## config.mk

```make
export PLATFORM = sky130hd
export DESIGN_NAME = insn_line_traverser
export DESIGN_NICKNAME = d
export VERILOG_FILES = /design/src/rtl/insn_line_traverser.sv
export SDC_FILE = /design/constraint.sdc
export NUM_CORES = 1
export LEC_CHECK = 0
export CORE_UTILIZATION = 28
export DETAILED_ROUTE_END_ITERATION = 8
export PLACE_DENSITY = 0.66
export SKIP_CTS_REPAIR_TIMING = 1
export SYNTH_ARGS = -nofsm -noshare
export SYNTH_HDL_FRONTEND = slang
export SYNTH_SLANG_ARGS = --single-unit
```

## constraint.sdc

```tcl
create_clock -name clk -period 12.2 [get_ports clk]
set_input_delay 1.22 -clock clk [delete_from_list [all_inputs] [get_ports clk]]
set_output_delay 1.22 -clock clk [all_outputs]
set_load 0.02 [all_outputs]
```

## src/rtl/insn_line_traverser.sv

```systemverilog
// Multi-cycle fetch traverse stage: accepts one I-cache line plus fetch PC, then
// walks it from the PC's halfword offset to the line end, writing parcels into the insn buffer.
module insn_line_traverser #(
   parameter int unsigned LINE_WIDTH     = 128,
   parameter int unsigned WRITE_WIDTH    = 2,
   parameter int unsigned VADDR_WIDTH    = 32,
   parameter int unsigned COUNT_WIDTH    = 4,
   parameter int unsigned INT_CODE_WIDTH = 4
) (
   input  logic                              clk,
   input  logic                              rst,
   input  logic                              in_valid,
   output logic                              in_ready,
   input  logic [VADDR_WIDTH-1:0]            in_pc,
   input  logic [LINE_WIDTH-1:0]             in_line,
   input  logic                              in_tlb_miss,
   input  logic                              in_cache_miss,
   input  logic                              in_tlb_fault,
   input  logic                              int_valid,
   input  logic [INT_CODE_WIDTH-1:0]         int_code,
   input  logic                              flush,
   input  logic [COUNT_WIDTH-1:0]            writable_count,
   output logic [WRITE_WIDTH-1:0]            wr_valid,
   output logic [WRITE_WIDTH*VADDR_WIDTH-1:0] wr_pc,
   output logic [WRITE_WIDTH*16-1:0]         wr_parcel,
   output logic [WRITE_WIDTH-1:0]            wr_fault,
   output logic                              wr_int_valid,
   output logic [INT_CODE_WIDTH-1:0]         wr_int_code,
   output logic                              miss_flush,
   output logic [1:0]                        miss_reason,
   output logic [VADDR_WIDTH-1:0]            miss_pc,
   output logic                              line_done,
   output logic [VADDR_WIDTH-1:0]            next_pc
);

   localparam int unsigned P    = LINE_WIDTH / 16;
   localparam int unsigned CW   = $clog2(P);
   localparam int unsigned OFFW = CW + 1;

   typedef enum logic {S_IDLE, S_TRAVERSE} state_t;

   state_t                    r_state;
   state_t                    w_state_nxt;
   logic [CW-1:0]             r_cursor;
   logic [CW-1:0]             w_cursor_nxt;
   logic [LINE_WIDTH-1:0]     r_line;
   logic [VADDR_WIDTH-1:0]    r_base;
   logic                      r_fault;
   logic                      r_int_valid;
   logic [INT_CODE_WIDTH-1:0] r_int_code;
   logic                      w_accept;
   logic                      w_load;
   logic [31:0]               w_rem;
   logic [31:0]               w_n_lim;
   logic [31:0]               w_n;
   logic                      w_done;

   // Reset is gated in so nothing is accepted while the block is held in reset.
   assign in_ready = rst && (r_state == S_IDLE) && !flush;
   assign w_accept = in_valid && in_ready;

   // Parcels this cycle: min(WRITE_WIDTH, parcels left, buffer space), all in 32-bit unsigned.
   assign w_rem   = 32'(P) - 32'(r_cursor);
   assign w_n_lim = (w_rem < 32'(WRITE_WIDTH)) ? w_rem : 32'(WRITE_WIDTH);
   assign w_n     = (32'(writable_count) < w_n_lim) ? 32'(writable_count) : w_n_lim;
   assign w_done  = (32'(r_cursor) + w_n) == 32'(P);

   always_comb begin
      w_state_nxt  = r_state;
      w_cursor_nxt = r_cursor;
      w_load       = 1'b0;
      wr_valid     = '0;
      wr_pc        = '0;
      wr_parcel    = '0;
      wr_fault     = '0;
      wr_int_valid = 1'b0;
      wr_int_code  = '0;
      miss_flush   = 1'b0;
      miss_reason  = 2'd0;
      miss_pc      = '0;
      line_done    = 1'b0;
      next_pc      = '0;

      case (r_state)
         S_IDLE: begin
            if (w_accept) begin
               if (in_tlb_miss) begin
                  miss_flush  = 1'b1;
                  miss_reason = 2'd1;
                  miss_pc     = in_pc;
               end else if (in_cache_miss) begin
                  miss_flush  = 1'b1;
                  miss_reason = 2'd2;
                  miss_pc     = in_pc;
               end else begin
                  w_load       = 1'b1;
                  w_state_nxt  = S_TRAVERSE;
                  w_cursor_nxt = in_pc[CW:1];
               end
            end
         end
         S_TRAVERSE: begin
            if (!flush) begin
               for (int i = 0; i < int'(WRITE_WIDTH); i++) begin
                  if (32'(i) < w_n) begin
                     wr_valid[i] = 1'b1;
                     wr_fault[i] = r_fault;
                     wr_parcel[i*16 +: 16] = r_line[32'(r_cursor + CW'(i)) * 16 +: 16];
                     wr_pc[i*VADDR_WIDTH +: VADDR_WIDTH] =
                        r_base + VADDR_WIDTH'({r_cursor + CW'(i), 1'b0});
                  end
               end
               if (w_n != 32'd0) begin
                  wr_int_valid = r_int_valid;
                  wr_int_code  = r_int_code;
               end
               w_cursor_nxt = CW'(32'(r_cursor) + w_n);
               if (w_done) begin
                  line_done   = 1'b1;
                  next_pc     = r_base + VADDR_WIDTH'(LINE_WIDTH / 8);
                  w_state_nxt = S_IDLE;
               end
            end
         end
         default: w_state_nxt = S_IDLE;
      endcase

      if (flush) begin
         w_state_nxt  = S_IDLE;
         w_cursor_nxt = '0;
      end
   end

   // State and cursor register.
   always_ff @(posedge clk or negedge rst) begin
      if (!rst) begin
         r_state  <= S_IDLE;
         r_cursor <= '0;
      end else begin
         r_state  <= w_state_nxt;
         r_cursor <= w_cursor_nxt;
      end
   end

   // Line payload captured on a clean accept.
   always_ff @(posedge clk or negedge rst) begin
      if (!rst) begin
         r_line      <= '0;
         r_base      <= '0;
         r_fault     <= 1'b0;
         r_int_valid <= 1'b0;
         r_int_code  <= '0;
      end else if (w_load) begin
         r_line      <= in_line;
         r_base      <= {in_pc[VADDR_WIDTH-1:OFFW], OFFW'(0)};
         r_fault     <= in_tlb_fault;
         r_int_valid <= int_valid;
         r_int_code  <= int_code;
      end
   end

endmodule

```

# Word-level counts from Yosys, hierarchy flattened
# Index checks and enable logic that the tools add are counted.
[word_totals]
regBits = 166
in_bits = 176
out_inout_bits = 174
word_cells = 85
[op_classes]
n_addsub = 7
n_lt_le_gt_ge = 4
eq_ne = 4
shift = 2
mux = 54
n_bitwise = 1
n_reduce_logical = 6
[ops]
columns = ["cell", "n"]
rows = [
  ["$mux 32", 13],
  ["$mux 64", 2],
  ["$shiftx 128x8->16", 1],
  ["$shiftx 128x9->16", 1],
  ["$add 32x4->32", 2],
  ["$lt 1x32->1 const A", 2],
  ["$add 3x32->32", 1],
  ["$add 32x5->32 const B", 1],
  ["$eq 32x4->1 const B", 1],
  ["$lt 32x2->1 const B", 1],
  ["$lt 4x32->1", 1],
  ["$mux 16", 2],
  ["$reduce_bool 32->1", 1],
  ["$mux 1", 20],
  ["$mux 2", 8],
  ["$mux 3", 4],
  ["$mux 4", 3],
  ["$ne 3x3->1 const B", 3],
  ["$pmux 3 s2", 1],
  ["$sub 4x3->5 const A", 1],
  ["$add 3x1->4 const B", 1],
  ["$add 3x1->3 const B", 1],
  ["$logic_and 1x1->1", 3],
  ["$reduce_and 3->1", 1],
  ["other kinds (3)", 3],
]

# Longest topological paths before layout
# Gate-level depths: netlist of the first run.
[logic_depth]
word_depth = 10
ltp_mapped = 21
mapped_depth_nobuf = 15

# Least setup slack after synthesis of the first run
# Ideal clock, no wire load.
[synth_timing]
path_type = "reg-to-output"
from = "register r_cursor[1]"
to = "output port next_pc[28]"
arrival_time_ns = 5.547
required_ns = 10.980
setup_slack_ns = 5.433
path_stages_with_launch = 22
n_path_buf = 6
path_cell_list = "dfrtp_1 -> buf_2 -> buf_2 -> buf_1 -> inv_1 -> ha_1 -> nand2b_1 -> o21a_1 -> nor2_1 -> ha_1 -> nor4_1 -> a31oi_1 -> nor3b_1 -> buf_2 -> buf_1 -> nor2_1 -> fa_1 -> xor2_1 -> a2111oi_0 -> nand2_1 -> buf_2 -> a21oi_1"
[synth_via]
elab_chain_len = 10
[synth_lines]
columns = ["item", "line", "source"]
rows = [
  ["start, declared", "44", "logic [CW-1:0] r_cursor;"],
  ["start signal, assigned", "141", "r_cursor <= w_cursor_nxt;"],
  ["$sub 4x3->5", "63", "assign w_rem = 32'(P) - 32'(r_cursor);"],
  ["$lt 32x2->1", "64", "assign w_n_lim = (w_rem < 32'(WRITE_WIDTH)) ? w_rem : 32'(WRITE_WIDTH);"],
  ["$mux 32", "64", ""],
  ["$lt 4x32->1", "65", "assign w_n = (32'(writable_count) < w_n_lim) ? 32'(writable_count) : w_n_lim;"],
  ["$mux 32", "65", ""],
  ["$add 3x32->32 (*)", "--", ""],
  ["$eq 32x4->1 (*)", "66", "assign w_done = (32'(r_cursor) + w_n) == 32'(P);"],
  ["$mux 32 (*)", "118", "if (w_done) begin"],
  ["$mux 32 (*)", "103", "if (!flush) begin"],
  ["$mux 32 (*)", "84", "case (r_state)"],
  ["end, declared", "33", "output logic [VADDR_WIDTH-1:0] next_pc"],
]
# Mark *: on every way between the ends. The rest lies on a longest branch, timed or not.

# Worst setup path in the final report of the first run
[layout_timing]
from = "register r_cursor[1]"
to = "output port next_pc[23]"
# Same word-level chain as after synthesis.

==> results by group, run 1 <==
Final layout
  • Layout cell share with drive strength beyond 1: 6.91%
  • Post-Layout Cell Count: 1960
  • Final net count: 1675
  • Synthesis-to-layout area growth: 44.0%

Placement
  • DP Cell Count: 1927
  • Final Wtd Congestion: 0.878
  • HPWL Detailed: 28500 um
  • I/O Buffers: 343

Global route
  • Pin count of the biggest net entering global routing: 170
  • Antenna violations before repair: 2
  • Total GRT Usage: 21.5%
  • Vias in the first global route: 9728
  • Total congestion overflow: 0
  • First-pass GRT wire length: 58000 um

Clock tree
  • Htree depth: 4
  • Clock Pin Slew Worst Setup and Hold Paths: 0.09 ns
  • Max clock buf depth: 2
  • CTS tree: built
  • Clock sink count: 166
  • Clock Tree Root: clkbuf_16
  • Clk_lat worst skew: 0.44 ns
  • CTS buffer count: 17

Synthesis
  • #FFs+latches synth: 166
  • Ys async rst share: 100%
  • Main flop type after synthesis: dfrtp_1
  • Post-synthesis cell area: 9960 um^2
  • Area leader, netlist: dfrtp_1
  • Syn. warnings: 0
  • Mux cell area share after synthesis: 14.0%
  • Post-synth EDFFs: 0
  • Synth Area in Compound Gates: 4.67%
  • Synth top area share: 41.7%
  • Xor/xnor share of the synthesized area: 1.58%
  • Leading cell types by total area after synthesis: dfrtp_1 (42%), nand2_1 (19%), mux4_2 (7.2%)
  • Synthesized netlist cell count: 1212
  • Distinct cell type count after synthesis: 46
  • Post-Synth Simple-Gate Area: 32.3%
  • Sequential area share after synthesis: 41.7%
  • Largest family of logic cells by synthesized area: simple AND/OR/NAND/NOR gates
  • Adder-Cell Fraction of Synth Area: 1.08%
  • Syn avg cell area: 8.22 um^2

Setup path
  • Worst Path Buf+Inv: 3
  • CP top delay family: simple AND/OR/NAND/NOR gates
  • Worst Path Arrival: 6.76 ns
  • Slowest-stage cell, CP: a2111oi_1
  • CP cell instances: buf_4 -> inv_1 -> ha_1 -> nand2b_1 -> o21a_1 -> nor2_1 -> ha_1 -> nor4_1 -> a31oi_1 -> nor3b_2 -> nor2_1 -> fa_1 -> a2111oi_1 -> nand2_1 -> a21oi_1 -> clkdlybuf4s50_1
  • Type of origin of the critical path: flop
  • CP endpoint kind: output port
  • CP required: 10.98 ns
  • CP max FO: 43
  • CP max stage delay: 1.01 ns
  • CP Class: flop to output port

Timing
  • Layout Skew: 0.0152 ns
  • Final hold vios: 0
  • Final period utilization: 65.4%
  • Worst Tran Pin Value: 1.19 ns
  • Slew HR: 20.5%
  • Post-route minimum period: 7.98 ns
  • Max-slew violation count: 0
  • RSZ-0062 raised after global routing: no
  • Total negative setup slack: 0 ns
  • Fmax: 125 MHz
  • Setup violators final: 0

Routing
  • Total wire length: 39300 um
  • DR vias: 9732
  • Initial DRC Count: 586
  • Pre-antenna DRT Iters: 5
  • Via density: 4.97
  • Drt wl/cell: 20.1 um
  • # DRC: 0
  • Final ANT Viol Nets: 0

Outcome
  • Status: complete, no violations

Pwr
  • Switching power share of the total: 33.9%
  • Sequential power share: 45.3%
  • LEAKAGE: 6.07 nW
  • Internal power: 1.15 mW
  • Clock power share: 32.4%
  • Design Power: 1.74 mW
  • VDD IR-drop max: 0.0000944 V
  • Power per Cell Area: 122 nW/um^2
  • Comb pwr share: 22.3%
  • Psw: 0.591 mW

Floorplan
  • Die Area: 36300 um^2
  • Placeable Area: 34800 um^2
  • Num rows: 68
  • DIE WIDTH: 191 um
  • Top-Level Pins: 350
  • Starting Density: 28.6%
  • Die Y-Extent: 191 um

Flow run
  • Max_cap viols: 0

Min path
  • Hold Path Class: flop to flop
through the flow:
| step | utilization (%) | instance area [um^2] | setup slack, ns | hold WS, ns |
|---|---|---|---|---|
| 4_1_cts | 41.2 | 14300 | 4.20 | 0.478 |
| 2_1_floorplan | - | 9980 | 5.43 | 0.437 |
| 5_1_grt | 41.2 | 14300 | 3.66 | 0.499 |
| 6_report | 41.2 | 14300 | 4.22 | 0.474 |
| 3_3_place_gp | 39.5 | 13700 | 4.81 | 0.455 |
| 3_5_place_dp | 39.5 | 13700 | 4.59 | 0.459 |
per-layer routing:
layer  vias up  wire length [um]  global-route usage, %  part of all wire [%]
li1       4585                 -                      -                     -
met5         -                 0                      0                     0
met3        36              2720                   4.27                   6.9
met2       403             20600                   40.2                    52
met4         0               793                   5.91                   2.0
met1      4708             15300                   24.6                    39
logic make-up after synthesis:
group | count (synthesis)
xor gates and xnor gates | 18
other | 1
DFF | 166
buffers and inverters | 112
adders and majority gates | 8
and+or+nand+nor | 740
muxes | 97
AOI/OAI and AO/OA | 70
Yosys cell counts (all sizes together), types with 3 or more instances:
cell type,number
o21ai,12
and4,3
nand4,8
inv,11
xnor2,11
o22ai,16
mux4,32
mux2,16
nor3b,3
nand3,10
nor3,31
nor4,29
o31ai,3
buf,34
a221oi,18
clkbuf,67
ha,7
a21oi,15
mux2i,49
or4,6
or3,7
nand2,517
dfrtp,166
nor2,49
and2,64
xor2,7
nand2b,5
sequential cells by signal (all words and copies together) (netlist names):
name / cells
r_base: 28
r_cursor: 3
r_fault: 1
r_int_code: 4
r_int_valid: 1
r_line: 128
r_state: 1
power by group through the flow:
stage / Clock (mW) / Combinational, mW / Sequential [mW]
floorplan: 0 / 0.253 / 0.733
global placement: 0 / 0.387 / 0.795
detailed placement: 0 / 0.392 / 0.800
CTS: 0.579 / 0.395 / 0.790
global route: 0.599 / 0.431 / 0.803
finish: 0.565 / 0.389 / 0.790
cells in the final DEF (no fill, tap or decap), types with 3 or more instances in the layout:
cell type        count
mux2_2              16
inv_1               11
a21oi_1             15
dfrtp_1            164
buf_4               10
clkbuf_16           17
nand2b_1             5
mux2i_1             49
and2_1              64
o31ai_1              3
and4_1               3
conb_1               7
a221oi_1            18
clkdlybuf4s50_1    342
inv_8                7
o21ai_0             12
xnor2_1             11
nand4_1              6
ha_1                 7
o22ai_1             16
xor2_1               7
nand2_1            516
or4_1                6
or3_1                7
nor3_1              30
nor2_1              46
nand3_1             10
mux4_2              32
nor4_1              29
path summary, 6_finish.rpt:
path / start / to / slack [ns] / cells after the start
setup / recovery: r_cursor[1] / next_pc[23] / 4.22 / 16
hold / removal: r_int_code[3] / r_int_code[3] / 0.47 / 2
setup reg to reg: r_cursor[1] / r_state / 7.41 / 14
hold reg to reg: r_int_code[3] / r_int_code[3] / 0.47 / 2
max in group asynchronous: rst / r_line[20] / 10.45 / 2
min in group asynchronous: rst / r_cursor[0] / 0.68 / 1
worst register-to-register path: cells and delay by family, from the launching register on:
family	cells	cell delay, ns
flip-flops	1	0.35
adder cells (fa/ha/maj)	3	0.96
AO/OA/AOI/OAI	4	1.50
AND/OR/NAND/NOR	5	1.14
buffers and inverters	2	0.69
cell type report:
type                       count  area [um^2]
sequential                   166         4160
inverter                      11         41.3
clock buffer                  17          425
multi-input combinational    940         5410
clock inverter                15          183
tap                          455          569
timing repair buffer         355         3550
fill                        3438        20500
antenna                        1         2.50
No activity file was read; power rests on OpenSTA's default activity.
==> run 2: changes to the inputs <==
--- a/config.mk
+++ b/config.mk
@@ -7,7 +7,7 @@
 export LEC_CHECK = 0
 export CORE_UTILIZATION = 28
 export DETAILED_ROUTE_END_ITERATION = 8
-export PLACE_DENSITY = 0.66
+export PLACE_DENSITY = 0.68
 export SKIP_CTS_REPAIR_TIMING = 1
 export SYNTH_ARGS = -nofsm -noshare
 export SYNTH_HDL_FRONTEND = slang
==> constraint.sdc (replaced) <==
create_clock -name clk -period 7 [get_ports clk]
set_input_delay 0.7 -clock clk [delete_from_list [all_inputs] [get_ports clk]]
set_output_delay 0.7 -clock clk [all_outputs]
set_load 0.02 [all_outputs]
==> run 2 against run 1 <==
Sequential power grew 75%. Worst hold slack lost 0.30 ns. Largest power group unchanged. Combinational power grew 75%. Wire length grew 0.40%. Register-to-register slack lost 4.4 ns. Power grew 72%. Worst setup slack lost 3.4 ns. Clock-buffer cell count grew 1. Core utilization is essentially flat. Non-clock buffer count grew 1. First-iteration DRC count grew 2.2%. Sequential share of layout area is essentially flat. Critical path type unchanged.
==> results by group, run 2 (synthesis gave the netlist of run 1 again) <==
Clock tree
  • Max clock buf depth: 2 (unchanged)
  • Clock sink count: 166 (unchanged)
  • Clk_lat worst skew: 0.44 ns (about the same)
  • Clock Tree Root: clkbuf_16 (unchanged)
  • Clock Pin Slew Worst Setup and Hold Paths: 0.08 ns (was 0.09 ns)
  • CTS tree: built (unchanged)
  • Htree depth: 4 (unchanged)
  • CTS buffer count: 17 (unchanged)

Routing
  • Via density: 4.98 (was 4.97)
  • Total wire length: 39500 um (was 39300 um)
  • DR vias: 9769 (was 9732)
  • # DRC: 0 (unchanged)
  • Initial DRC Count: 599 (was 586)
  • Drt wl/cell: 20.2 um (was 20.1 um)
  • Final ANT Viol Nets: 0 (unchanged)
  • Pre-antenna DRT Iters: 7 (was 5)

Outcome
  • Status: complete, no violations (unchanged)

Setup path
  • CP max FO: 35 (was 43)
  • Type of origin of the critical path: flop (unchanged)
  • Most used cell, CP: nor2_1
  • CP top delay family: simple AND/OR/NAND/NOR gates (unchanged)
  • Worst reg2reg path depth: 12 (was 14)
  • Worst Path Buf+Inv: 2 (was 3)
  • CP required: 6.30 ns (was 10.98 ns)
  • CP endpoint kind: output port (unchanged)
  • Worst Path Arrival: 5.47 ns (was 6.76 ns)
  • Crit. path cell count: 14 (was 16)
  • CP cell instances: buf_4 -> nor2_1 -> o21a_1 -> nor2_1 -> ha_1 -> nor4_1 -> a31oi_1 -> nor3b_2 -> nor2_1 -> fa_1 -> a2111oi_2 -> nand2_2 -> a21oi_1 -> clkdlybuf4s50_1 (was buf_4 -> inv_1 -> ha_1 -> nand2b_1 -> o21a_1 -> nor2_1 -> ha_1 -> nor4_1 -> a31oi_1 -> nor3b_2 -> nor2_1 -> fa_1 -> a2111oi_1 -> nand2_1 -> a21oi_1 -> clkdlybuf4s50_1)
  • CP Class: flop to output port (unchanged)
  • CP max stage delay: 0.64 ns (was 1.01 ns)
  • Slowest-stage cell, CP: clkdlybuf4s50_1 (was a2111oi_1)

Final layout
  • Commonest non-fill, non-tap cell in the layout: nand2_1 (unchanged)
  • Fin area: 14300 um^2 (about the same)
  • Largest register FFs: 128 (unchanged)
  • Largest regs: r_line x128, r_base x28, r_int_code x4 (unchanged)
  • Largest Register: r_line (unchanged)
  • # fillers: 3496 (was 3438)
  • Synthesis-to-layout area growth: 44.0% (about the same)
  • Post-Layout Cell Count: 1960 (unchanged)
  • Layout cell share with drive strength beyond 1: 7.11% (was 6.91%)
  • Diodes inserted: 0 (was 1)
  • Most frequent cells in the layout: nand2_1 (515), clkdlybuf4s50_1 (342), dfrtp_1 (164) (was nand2_1 (516), clkdlybuf4s50_1 (342), dfrtp_1 (164))
  • Final net count: 1676 (was 1675)

Placement
  • Final Wtd Congestion: 0.873 (was 0.878)
  • HPWL Detailed: 28900 um (was 28500 um)
  • I/O Buffers: 343 (unchanged)
  • Worst Setup Slack post-DPL: 0.527 ns (was 4.59 ns)
  • DP Area: 13700 um^2 (about the same)
  • DP Cell Count: 1928 (was 1927)

Timing
  • Final worst slack: 0.828 ns (was 4.22 ns)
  • Fmax: 162 MHz
  • Max-slew violation count: 0 (unchanged)
  • RSZ-0062 raised after global routing: no (unchanged)
  • Total negative setup slack: 0 ns (unchanged)
  • Post-route minimum period: 6.17 ns
  • Worst Tran Pin Value: 1.10 ns (was 1.19 ns)
  • Setup violators final: 0 (unchanged)
  • Slew HR: 26.3% (was 20.5%)
  • Final period utilization: 88.2%
  • Layout Skew: 0.0204 ns (was 0.0152 ns)
  • Final hold vios: 0 (unchanged)

Floorplan
  • Die Area: 36300 um^2 (unchanged)
  • Num rows: 68 (unchanged)
  • Top-Level Pins: 350 (unchanged)
  • DIE WIDTH: 191 um (unchanged)
  • Die Y-Extent: 191 um (unchanged)
  • Placeable Area: 34800 um^2 (unchanged)
  • Starting Density: 28.6% (unchanged)

Flow run
  • Max_cap viols: 0 (unchanged)

Pwr
  • Power per Cell Area: 210 nW/um^2 (was 122 nW/um^2)
  • LEAKAGE: 6.08 nW (was 6.07 nW)
  • VDD IR-drop max: 0.000169 V (was 0.0000944 V)
  • Design Power: 3.01 mW (was 1.74 mW)

Global route
  • Pin count of the biggest net entering global routing: 170 (unchanged)
  • Total congestion overflow: 0 (unchanged)
  • Vias in the first global route: 9712 (was 9728)
  • Antenna violations before repair: 1 (was 2)
  • Total GRT Usage: 21.6% (was 21.5%)
  • First-pass GRT wire length: 58400 um (was 58000 um)

Min path
  • Hold Path Class: primary input to async pin (was flop to flop)
-- run 2: cell types whose count changed in the layout (fill, tap and decap cells not counted), sizes merged --
cell	before	now
clkinv	4	8
clkinvlp	2	0
diode	1	0
clkbuf	17	18
inv	19	17
bufinv	1	0
buf	13	14
-- run 2: cell type report --
class / instances / area [um^2] / share of cell area [%]
Multi-Input combinational cell: 940 / 5420 / 37.8
Inverter: 11 / 41.3 / 0.288
Sequential cell: 166 / 4160 / 29.0
Clock buffer: 18 / 439 / 3.06
Clock inverter: 14 / 155 / 1.08
Tap cell: 455 / 569 / 3.97
Timing Repair Buffer: 356 / 3560 / 24.8
-- run 2: power breakdown --
group / total, mW / switching, mW / internal, mW
Sequential: 1.38 / 0.229 / 1.15
Clock: 0.946 / 0.458 / 0.488
Combinational: 0.681 / 0.338 / 0.344
-- run 2: worst paths after layout --
check,from,end,slack (ns)
worst max-delay path,r_cursor[0],next_pc[28],0.83
worst min-delay path,rst,r_int_code[1],0.18
worst max register to register,r_cursor[0],r_state,3.06
worst min register to register,r_int_code[1],r_int_code[1],0.47
max in group asynchronous,rst,r_base[24],5.78
min in group clk,r_int_code[1],r_int_code[1],0.47
-- run 2: layer usage --
layer	vias up	track usage (%)	part of all wire (%)
li1	4600	-	-
met3	66	4.66	7.5
met4	2	8.58	3.3
met2	461	38.9	51
met5	-	0	0.033
met1	4640	24.7	38
-- run 2: metrics by stage --
step / hold WS (ns) / utilization [%]
5_1_grt: 0.183 / 41.2
3_3_place_gp: 0.449 / 39.5
4_1_cts: 0.167 / 41.2
3_5_place_dp: 0.457 / 39.5
6_report: 0.175 / 41.2
2_1_floorplan: 0.404 / -
==> run 3: changes to the inputs <==
--- a/config.mk
+++ b/config.mk
@@ -6,6 +6,7 @@
 export NUM_CORES = 1
 export LEC_CHECK = 0
 export CORE_UTILIZATION = 28
+export CTS_CLUSTER_SIZE = 30
 export DETAILED_ROUTE_END_ITERATION = 8
 export PLACE_DENSITY = 0.68
 export SKIP_CTS_REPAIR_TIMING = 1
==> results of run 3 <==
Same layout as run 2: the final DEF is identical, and so are final timing and power.
